### config.mk
export PLATFORM = sky130hd
export DESIGN_NAME = spart_brg_ctrl_flat
export DESIGN_NICKNAME = d
export VERILOG_FILES = /design/src/rtl/spart_brg_ctrl_if.sv /design/src/rtl/spart_brg_ctrl.sv /design/src/flat_wrapper.sv
export SDC_FILE = /design/constraint.sdc
export NUM_CORES = 1
export LEC_CHECK = 0
export CAP_MARGIN = 25
export CORE_MARGIN = 2
export CORE_UTILIZATION = 41
export CTS_BUF_LIST = sky130_fd_sc_hd__clkbuf_16
export CTS_CLUSTER_DIAMETER = 30
export DETAILED_ROUTE_END_ITERATION = 16
export GPL_TIMING_DRIVEN = 0
export HOLD_SLACK_MARGIN = 0.1
export PLACE_DENSITY = 0.85
export SLEW_MARGIN = 20
export SYNTH_ARGS = -nofsm -noshare
export SYNTH_HDL_FRONTEND = slang
export SYNTH_SLANG_ARGS = --single-unit
### constraint.sdc
create_clock -name clk -period 2 [get_ports clk]
set_input_delay 0.5 -clock clk [delete_from_list [all_inputs] [get_ports clk]]
set_output_delay 0.5 -clock clk [all_outputs]
set_load 0.05 [all_outputs]
### src/rtl/spart_brg_ctrl_if.sv
// spart_brg_ctrl_if: processor bus between the CPU and the SPART bus-side controller
interface spart_brg_ctrl_if;
  logic       iocs;
  logic       iorw;
  logic [1:0] ioaddr;
  logic [7:0] wdata;
  logic [7:0] rdata;
  modport master (output iocs, iorw, ioaddr, wdata, input rdata);
  modport slave (input iocs, iorw, ioaddr, wdata, output rdata);
endinterface

### src/rtl/spart_brg_ctrl.sv
// spart_brg_ctrl: SPART bus decode, divisor assembly/load and one-byte TX buffer; define SPART_DIV_READBACK_EN for DB_LO/DB_HI readback
module spart_brg_ctrl #(
  parameter logic [15:0] DEFAULT_DIV = 16'd325
) (
  input  logic                   clk,
  input  logic                   rst,
  spart_brg_ctrl_if.slave        bus,
  input  logic                   rda,
  input  logic [7:0]             rx_data,
  output logic                   rx_ack,
  input  logic                   tx_ready,
  output logic [7:0]             tx_data,
  output logic                   tx_load,
  output logic [15:0]            brg_in,
  output logic                   brg_wr_en,
  output logic                   cfg_busy
);
  localparam logic [1:0] BOOT = 2'd0, RUN = 2'd1, LO_PEND = 2'd2, LOAD = 2'd3;
  logic [1:0]  state, state_nxt;
  logic [7:0]  lo_stage, tx_buf, db_rd;
  logic        tbe, ovr;
  logic        wr, rd, wr_data, wr_lo, wr_hi, rd_stat, drain;
  logic [15:0] div_raw;
  assign wr      = bus.iocs & ~bus.iorw;
  assign rd      = bus.iocs & bus.iorw;
  assign wr_data = wr & (bus.ioaddr == 2'b00);
  assign wr_lo   = wr & (bus.ioaddr == 2'b10) & (state != BOOT);
  assign wr_hi   = wr & (bus.ioaddr == 2'b11) & (state != BOOT);
  assign rd_stat = rd & (bus.ioaddr == 2'b01);
  assign drain   = ~tbe & tx_ready;
  // a lone DB_HI write keeps the current low byte; a staged DB_LO replaces it
  assign div_raw   = {bus.wdata, (state == LO_PEND) ? lo_stage : brg_in[7:0]};
  assign brg_wr_en = ~rst & ((state == BOOT) | (state == LOAD));
  assign cfg_busy  = state != RUN;
  assign rx_ack    = rd & (bus.ioaddr == 2'b00);
`ifdef SPART_DIV_READBACK_EN
  assign db_rd = bus.ioaddr[0] ? brg_in[15:8] : brg_in[7:0];
`else
  assign db_rd = 8'h00;
`endif
  assign bus.rdata = ~rd ? 8'h00 :
                     (bus.ioaddr == 2'b00) ? rx_data :
                     (bus.ioaddr == 2'b01) ? {5'b0, ovr, tbe, rda} : db_rd;
  always_comb
    state_nxt = wr_hi ? LOAD : wr_lo ? LO_PEND : (state == LO_PEND) ? LO_PEND : RUN;
  always_ff @(posedge clk)
    if (rst) begin
      state    <= BOOT;
      brg_in   <= DEFAULT_DIV;
      lo_stage <= 8'h00;
      tx_buf   <= 8'h00;
      tx_data  <= 8'h00;
      tx_load  <= 1'b0;
      tbe      <= 1'b1;
      ovr      <= 1'b0;
    end else begin
      state   <= state_nxt;
      tx_load <= drain;
      if (wr_lo) lo_stage <= bus.wdata;
      if (wr_hi) brg_in <= (div_raw == 16'd0) ? 16'd1 : div_raw;
      if (drain) tx_data <= tx_buf;
      if (wr_data & (tbe | drain)) tx_buf <= bus.wdata;
      tbe <= wr_data ? 1'b0 : (tbe | drain);
      ovr <= (wr_data & ~tbe & ~drain) | (ovr & ~rd_stat);
    end
endmodule

### src/flat_wrapper.sv
// flat-port wrapper written by rule: the top's interface ports become plain ports
module spart_brg_ctrl_flat 
#(
  parameter logic [15:0] DEFAULT_DIV = 16'd325
)
  (clk, rst, rda, rx_data, rx_ack, tx_ready, tx_data, tx_load, brg_in, brg_wr_en, cfg_busy, bus_iocs, bus_iorw, bus_ioaddr, bus_wdata, bus_rdata);
  spart_brg_ctrl_if bus_i ();
  input  logic clk;
  input  logic rst;
  input  logic rda;
  input  logic [7:0] rx_data;
  output logic rx_ack;
  input  logic tx_ready;
  output logic [7:0] tx_data;
  output logic tx_load;
  output logic [15:0] brg_in;
  output logic brg_wr_en;
  output logic cfg_busy;
  input wire logic [$bits(bus_i.iocs)-1:0] bus_iocs;
  input wire logic [$bits(bus_i.iorw)-1:0] bus_iorw;
  input wire logic [$bits(bus_i.ioaddr)-1:0] bus_ioaddr;
  input wire logic [$bits(bus_i.wdata)-1:0] bus_wdata;
  output wire logic [$bits(bus_i.rdata)-1:0] bus_rdata;
  assign bus_i.iocs = bus_iocs;
  assign bus_i.iorw = bus_iorw;
  assign bus_i.ioaddr = bus_ioaddr;
  assign bus_i.wdata = bus_wdata;
  assign bus_rdata = bus_i.rdata;
  spart_brg_ctrl #(.DEFAULT_DIV(DEFAULT_DIV)) u_core (.clk(clk), .rst(rst), .bus(bus_i), .rda(rda), .rx_data(rx_data), .rx_ack(rx_ack), .tx_ready(tx_ready), .tx_data(tx_data), .tx_load(tx_load), .brg_in(brg_in), .brg_wr_en(brg_wr_en), .cfg_busy(cfg_busy));
endmodule
# Yosys cells after proc, flatten, opt, wreduce, memory -nomap -nowiden
# Index checks and enable logic that the tools add are counted.
# word_totals
regBits	45
latch_bits	0
ram_bits	0
mem_bits_ro	0
output_inout_bits	36
elab_cells	50
mem_count	0
# op_classes
n_addsub	0
mul	0
n_div	0
order_cmp	0
eq_ne	6
shift	0
mux	9
bitwise_logic	23
n_reduce_logical	4
# op_table
op	n
8-bit two-way mux	3
16-bit logical NOT	1
16-bit two-way mux	1
1-bit bitwise AND	15
2-bit equality test (second input constant)	4
2-bit two-way mux	3
1-bit NOT	5
2-bit logical NOT	2
3-bit two-way mux	1
1-bit bitwise OR	3
2-bit by 1-bit equality test with 1-bit output (second input constant)	1
2-bit by 1-bit != test with 1-bit output (second input constant)	1
2-bit nonzero test	1
1-bit two-way mux	1

# Longest topological paths before layout
# Gate-level depths: netlist of the first run.
# logic_depth
ltp_word	6
mapped_depth	8

# Worst setup path after synthesis of the first run
# OpenSTA, ideal clock, no wires.
# synth_timing
path_kind	input -> output
startpoint	input port bus_ioaddr[1]
endpoint	output port bus_rdata[0]
arrival_ns	2.537
t_required_ns	1.500
path_slack_ns	-1.037
cell_stages	2
n_path_buf	0
path_cell_list	nor3_1 a22o_1
# synth_between
elab_chain_cells	4
# synth_lines
element	line_no	text
from (decl)	flat_wrapper.sv:21	input wire logic [$bits(bus_i.ioaddr)-1:0] bus_ioaddr;
2-bit by 1-bit equality test with 1-bit output	spart_brg_ctrl.sv:43	(bus.ioaddr == 2'b01) ? {5'b0, ovr, tbe, rda} : db_rd;
3-bit two-way mux	spart_brg_ctrl.sv:43	
8-bit two-way mux *	spart_brg_ctrl.sv:42	(bus.ioaddr == 2'b00) ? rx_data :
8-bit two-way mux *	spart_brg_ctrl.sv:41	assign bus.rdata = ~rd ? 8'h00 :
to (decl)	flat_wrapper.sv:23	output wire logic [$bits(bus_i.rdata)-1:0] bus_rdata;
# Every way passes the cells marked *; elsewhere a longest branch is shown, timed or not.

# Worst setup path in the final report of the first run
# layout_timing
startpoint	register u_core.brg_in[8]
endpoint	output port brg_in[8]
# layout_lines
element	line_no	text
from (decl)	spart_brg_ctrl.sv:14	output logic [15:0] brg_in,
from (signal assigned)	spart_brg_ctrl.sv:60	if (wr_hi) brg_in <= (div_raw == 16'd0) ? 16'd1 : div_raw;
to (decl)	flat_wrapper.sv:16	output logic [15:0] brg_in;
# No word-level cell between the ends.

==> results of run 1 <==
layer usage:
metal | vias up | global-route usage | share of wire
li1 | 861 | - | -
met1 | 822 | 0.234 | 0.42
met2 | 70 | 0.322 | 0.49
met3 | 8 | 0.0549 | 0.079
met4 | 0 | 0.0755 | 0.015
met5 | - | 0 | 0
repair_timing:
| action | in CTS | in global routing |
|---|---|---|
| buffers inserted | 1 | 0 |
| setup endpoints to repair | 15 | 11 |
| pin swaps | 3 | 1 |
| gates resized for setup | 79 | 6 |
| cloned | 1 | 0 |
sequential cells by signal (all words and copies together), names as in the netlist:
| register | count |
|---|---|
| u_core.ovr | 1 |
| u_core.tbe | 1 |
| u_core.tx_data | 8 |
| u_core.tx_buf | 8 |
| u_core.lo_stage | 8 |
| u_core.tx_load | 1 |
| u_core.state | 2 |
| u_core.brg_in | 16 |
kinds of logic after synthesis:
logic type	count (synthesis)	synth area share
buffers and inverters	16	0.0384
AO/OA/AOI/OAI	46	0.138
AND/OR/NAND/NOR	87	0.231
adder cells (fa/ha/maj)	3	0.0202
multiplexers	16	0.0870
flip-flops	45	0.486
final cells by class:
type / instances / area, sq um
fillers: 363 / 1660
multi-input cells: 153 / 932
flip-flops and latches: 45 / 902
repair buffers: 59 / 563
clock buffers: 5 / 125
well taps: 52 / 65.1
plain buffers: 11 / 53.8
clock inverters: 3 / 37.5
inverters: 5 / 18.8
cell usage after synthesis (2+ instances only):
cell type and number:
and2_1 5, mux2i_1 15, nand2_1 37, clkbuf_1 8, nor2b_1 3, o21ai_0 15
nor3_1 5, nand2b_1 2, nand3b_1 2, nor4_1 3, inv_1 5, ha_1 3
a21oi_1 24, dfxtp_1 45, nor2_1 22, a22o_1 3
stage by stage:
step	setup TNS, ns	utilization	worst slack, ns
4_1_cts	0	0.623	0.00345
6_report	0	0.620	0.0437
3_5_place_dp	-16.10	0.580	-1.01
2_1_floorplan	-0.492	-	-0.0647
3_3_place_gp	-15.28	0.580	-0.981
5_1_grt	0	0.620	0.00213
how the worst max path moves through the flow:
stage	endpoint	cells after the start
finish	brg_in[8]	1
global route	u_core.brg_in[0]$_SDFFE_PP1P_	6
CTS	bus_rdata[2]	4
detailed placement	bus_rdata[2]	5
global placement	bus_rdata[2]	4
floorplan	bus_rdata[0]	3
report_power, final:
group | internal, uW | total, uW | switching, uW
Sequential | 908 | 915 | 7.28
Combinational | 78.2 | 189 | 111
Clock | 580 | 897 | 317
worst register-to-register path: stages (launching register included):
cell and delay (ns):
dfxtp_2 0.35, inv_1 0.06, ha_1 0.18, nand4bb_1 0.19
buf_4 0.19, nor2_4 0.09, mux2_2 0.34, or3_1 0.35
==> reports/qor.json, run 1 <==
{
  "cts_tree": {"value": "done"},
  "synth_area_leader_cell": {"value": "dfxtp_1"},
  "detail_route.wirelength": {"value": 4730, "unit": "microns"},
  "synth_cell_type_count": {"value": 32},
  "worstHoldPathCells": {"value": 2},
  "num_io_pins": {"value": 60},
  "critical-path-max-stage-delay": {"value": 0.81, "unit": "ns"},
  "cell_count_after_synthesis": {"value": 213},
  "power.leakage": {"value": 0.00103, "unit": "uW"},
  "grt_pass1_wl": {"value": 7730, "unit": "microns"},
  "cap_viol_max_count": {"value": 0},
  "timing.max_slew.rel_slack": {"value": 0.513},
  "synth.area.top_cells": {"value": "dfxtp_1, mux2i_1, nand2_1"},
  "crit_path_max_fanout": {"value": 2},
  "critical_path.cell_chain": {"value": "clkdlybuf4s50_1"},
  "netlist_area": {"value": 0.00186, "unit": "sq mm"},
  "die-area": {"value": 0.00508, "unit": "sq mm"},
  "drc": {"value": 0},
  "finalSetupViolCount": {"value": 0},
  "ff2ff_path_depth": {"value": 7},
  "worst_ep_arrival_time": {"value": 1.46, "unit": "ns"},
  "synth.yosys.warnings": {"value": 0},
  "top_area_cell_type_share_of_the_netlist_area": {"value": 0.486},
  "clk_root_buffer_cell": {"value": "clkbuf_16"},
  "layout.cell_area.non_filler": {"value": 0.00270, "unit": "sq mm"},
  "rsz0062_at_grt": {"value": "false"},
  "period_share": {"value": 0.978},
  "worstReg2RegEnd": {"value": "u_core.brg_in[0]$_SDFFE_PP1P_"},
  "async_flop_share": {"value": 0},
  "place_inst": {"value": 323},
  "number_of_global_route_vias_before_repair": {"value": 1645},
  "cellPowerDensity": {"value": 742, "unit": "mW/mm^2"},
  "skew": {"value": 0.00750, "unit": "ns"},
  "place_area": {"value": 0.00252, "unit": "sq mm"},
  "area_growth": {"value": 45.4, "unit": "%"},
  "finish.cell_count_without_fillers": {"value": 333},
  "dp_hpwl": {"value": 3330, "unit": "microns"},
  "min-delay-start": {"value": "u_core.tx_data[4]$_SDFFE_PP0N_"},
  "layout_common_cells": {"value": "dfxtp_1, clkdlybuf4s50_1, nand2_1"},
  "drt-vias-per-instance": {"value": 5.29},
  "tightestPinTransition": {"value": 0.725, "unit": "ns"},
  "grt_usage": {"value": 0.192},
  "hold_path_class": {"value": "flip-flop to flip-flop"},
  "critPathCaptureType": {"value": "primary output"},
  "cpMaxStageDelayCell": {"value": "clkdlybuf4s50_1"},
  "antennaDiodeCount": {"value": 0},
  "criticalPathCategory": {"value": "flip-flop to primary output"},
  "synth-seq-area-share": {"value": 0.486},
  "design.core.area": {"value": 0.00435, "unit": "sq mm"},
  "finish.net_count": {"value": 307},
  "post_route_cells_drive_above_1_share": {"value": 0.149},
  "rows": {"value": 24},
  "cts_buffers": {"value": 5},
  "postRouteAntennaNets": {"value": 0},
  "setup.worst_path.start": {"value": "u_core.brg_in[8]$_SDFFE_PP1P_"},
  "die_height": {"value": 71.3, "unit": "microns"},
  "cts_num_sinks": {"value": 45},
  "cp.buffers_inverters": {"value": 1},
  "post_synth_edffs": {"value": 0},
  "synth_ff_type": {"value": "dfxtp_1"},
  "power": {"value": 2000, "unit": "uW"},
  "grt_start_max_net_pins": {"value": 14},
  "drt-pass1-iter-count": {"value": 4},
  "total_via_count_in_the_routed_design": {"value": 1761},
  "port_buffers": {"value": 58},
  "reg2reg_slack": {"value": 0.12, "unit": "ns"},
  "timing.hold.ws": {"value": 0.457, "unit": "ns"},
  "routedWlPerCell": {"value": 14.2, "unit": "microns"},
  "worst_ir_drop_vdd": {"value": 531, "unit": "uV"},
  "die_w": {"value": 71.3, "unit": "microns"},
  "clock_pin_transition_on_the_worst_setup_and_hold_timing_paths": {"value": 0.06, "unit": "ns"},
  "critical_path_required": {"value": 1.50, "unit": "ns"},
  "final.min_clock_period": {"value": 1.96, "unit": "ns"},
  "synth-seq-cells": {"value": 45},
  "rd_place_congestion": {"value": 0.843},
  "final_max_slew_viol_count": {"value": 0},
  "result_of_the_run": {"value": "complete, no violations"},
  "timing.final.hold_violations": {"value": 0},
  "hold_buffer_count_at_cts": {"value": 0},
  "worst_path_dominant_cell_family": {"value": "buffers and inverters"},
  "initial_antenna_violation_count": {"value": 0},
  "initial_core_util": {"value": 0.426},
  "worst_r2r_startpoint": {"value": "u_core.state[0]$_SDFF_PP0_"},
  "holdPathEnd": {"value": "u_core.tx_data[4]$_SDFFE_PP0N_"},
  "clock.fmax": {"value": 511, "unit": "MHz"},
  "drt_iter0_drc": {"value": 62},
  "cts_buffer_depth": {"value": 2},
  "syn_nets": {"value": 240},
  "grt_overflow": {"value": 0},
  "most_frequent_standard_cell_in_the_layout_excluding_fill_and_tap_cells": {"value": "dfxtp_1"},
  "clkLatencyLatePin": {"value": 0.29, "unit": "ns"},
  "cts_htree_levels": {"value": 2},
  "synth_area_per_inst": {"value": 8.71, "unit": "sq um"},
  "setup.worst_path.start_class": {"value": "flip-flop"}
}
(Power assumes the default switching activity.)
==> run 2, diff against run 1 <==
--- a/config.mk
+++ b/config.mk
@@ -14,7 +14,6 @@
 export GPL_TIMING_DRIVEN = 0
 export HOLD_SLACK_MARGIN = 0.1
 export PLACE_DENSITY = 0.85
-export SLEW_MARGIN = 20
 export SYNTH_ARGS = -nofsm -noshare
 export SYNTH_HDL_FRONTEND = slang
 export SYNTH_SLANG_ARGS = --single-unit
==> results of run 2 <==
No change in the layout: final DEF, timing and power equal those of run 1.
==> run 3, diff against run 2 <==
--- a/config.mk
+++ b/config.mk
@@ -10,6 +10,7 @@
 export CORE_UTILIZATION = 41
 export CTS_BUF_LIST = sky130_fd_sc_hd__clkbuf_16
 export CTS_CLUSTER_DIAMETER = 30
+export CTS_CLUSTER_SIZE = 12
 export DETAILED_ROUTE_END_ITERATION = 16
 export GPL_TIMING_DRIVEN = 0
 export HOLD_SLACK_MARGIN = 0.1
==> results of run 3 <==
No change in the layout: final DEF, timing and power equal those of run 1.
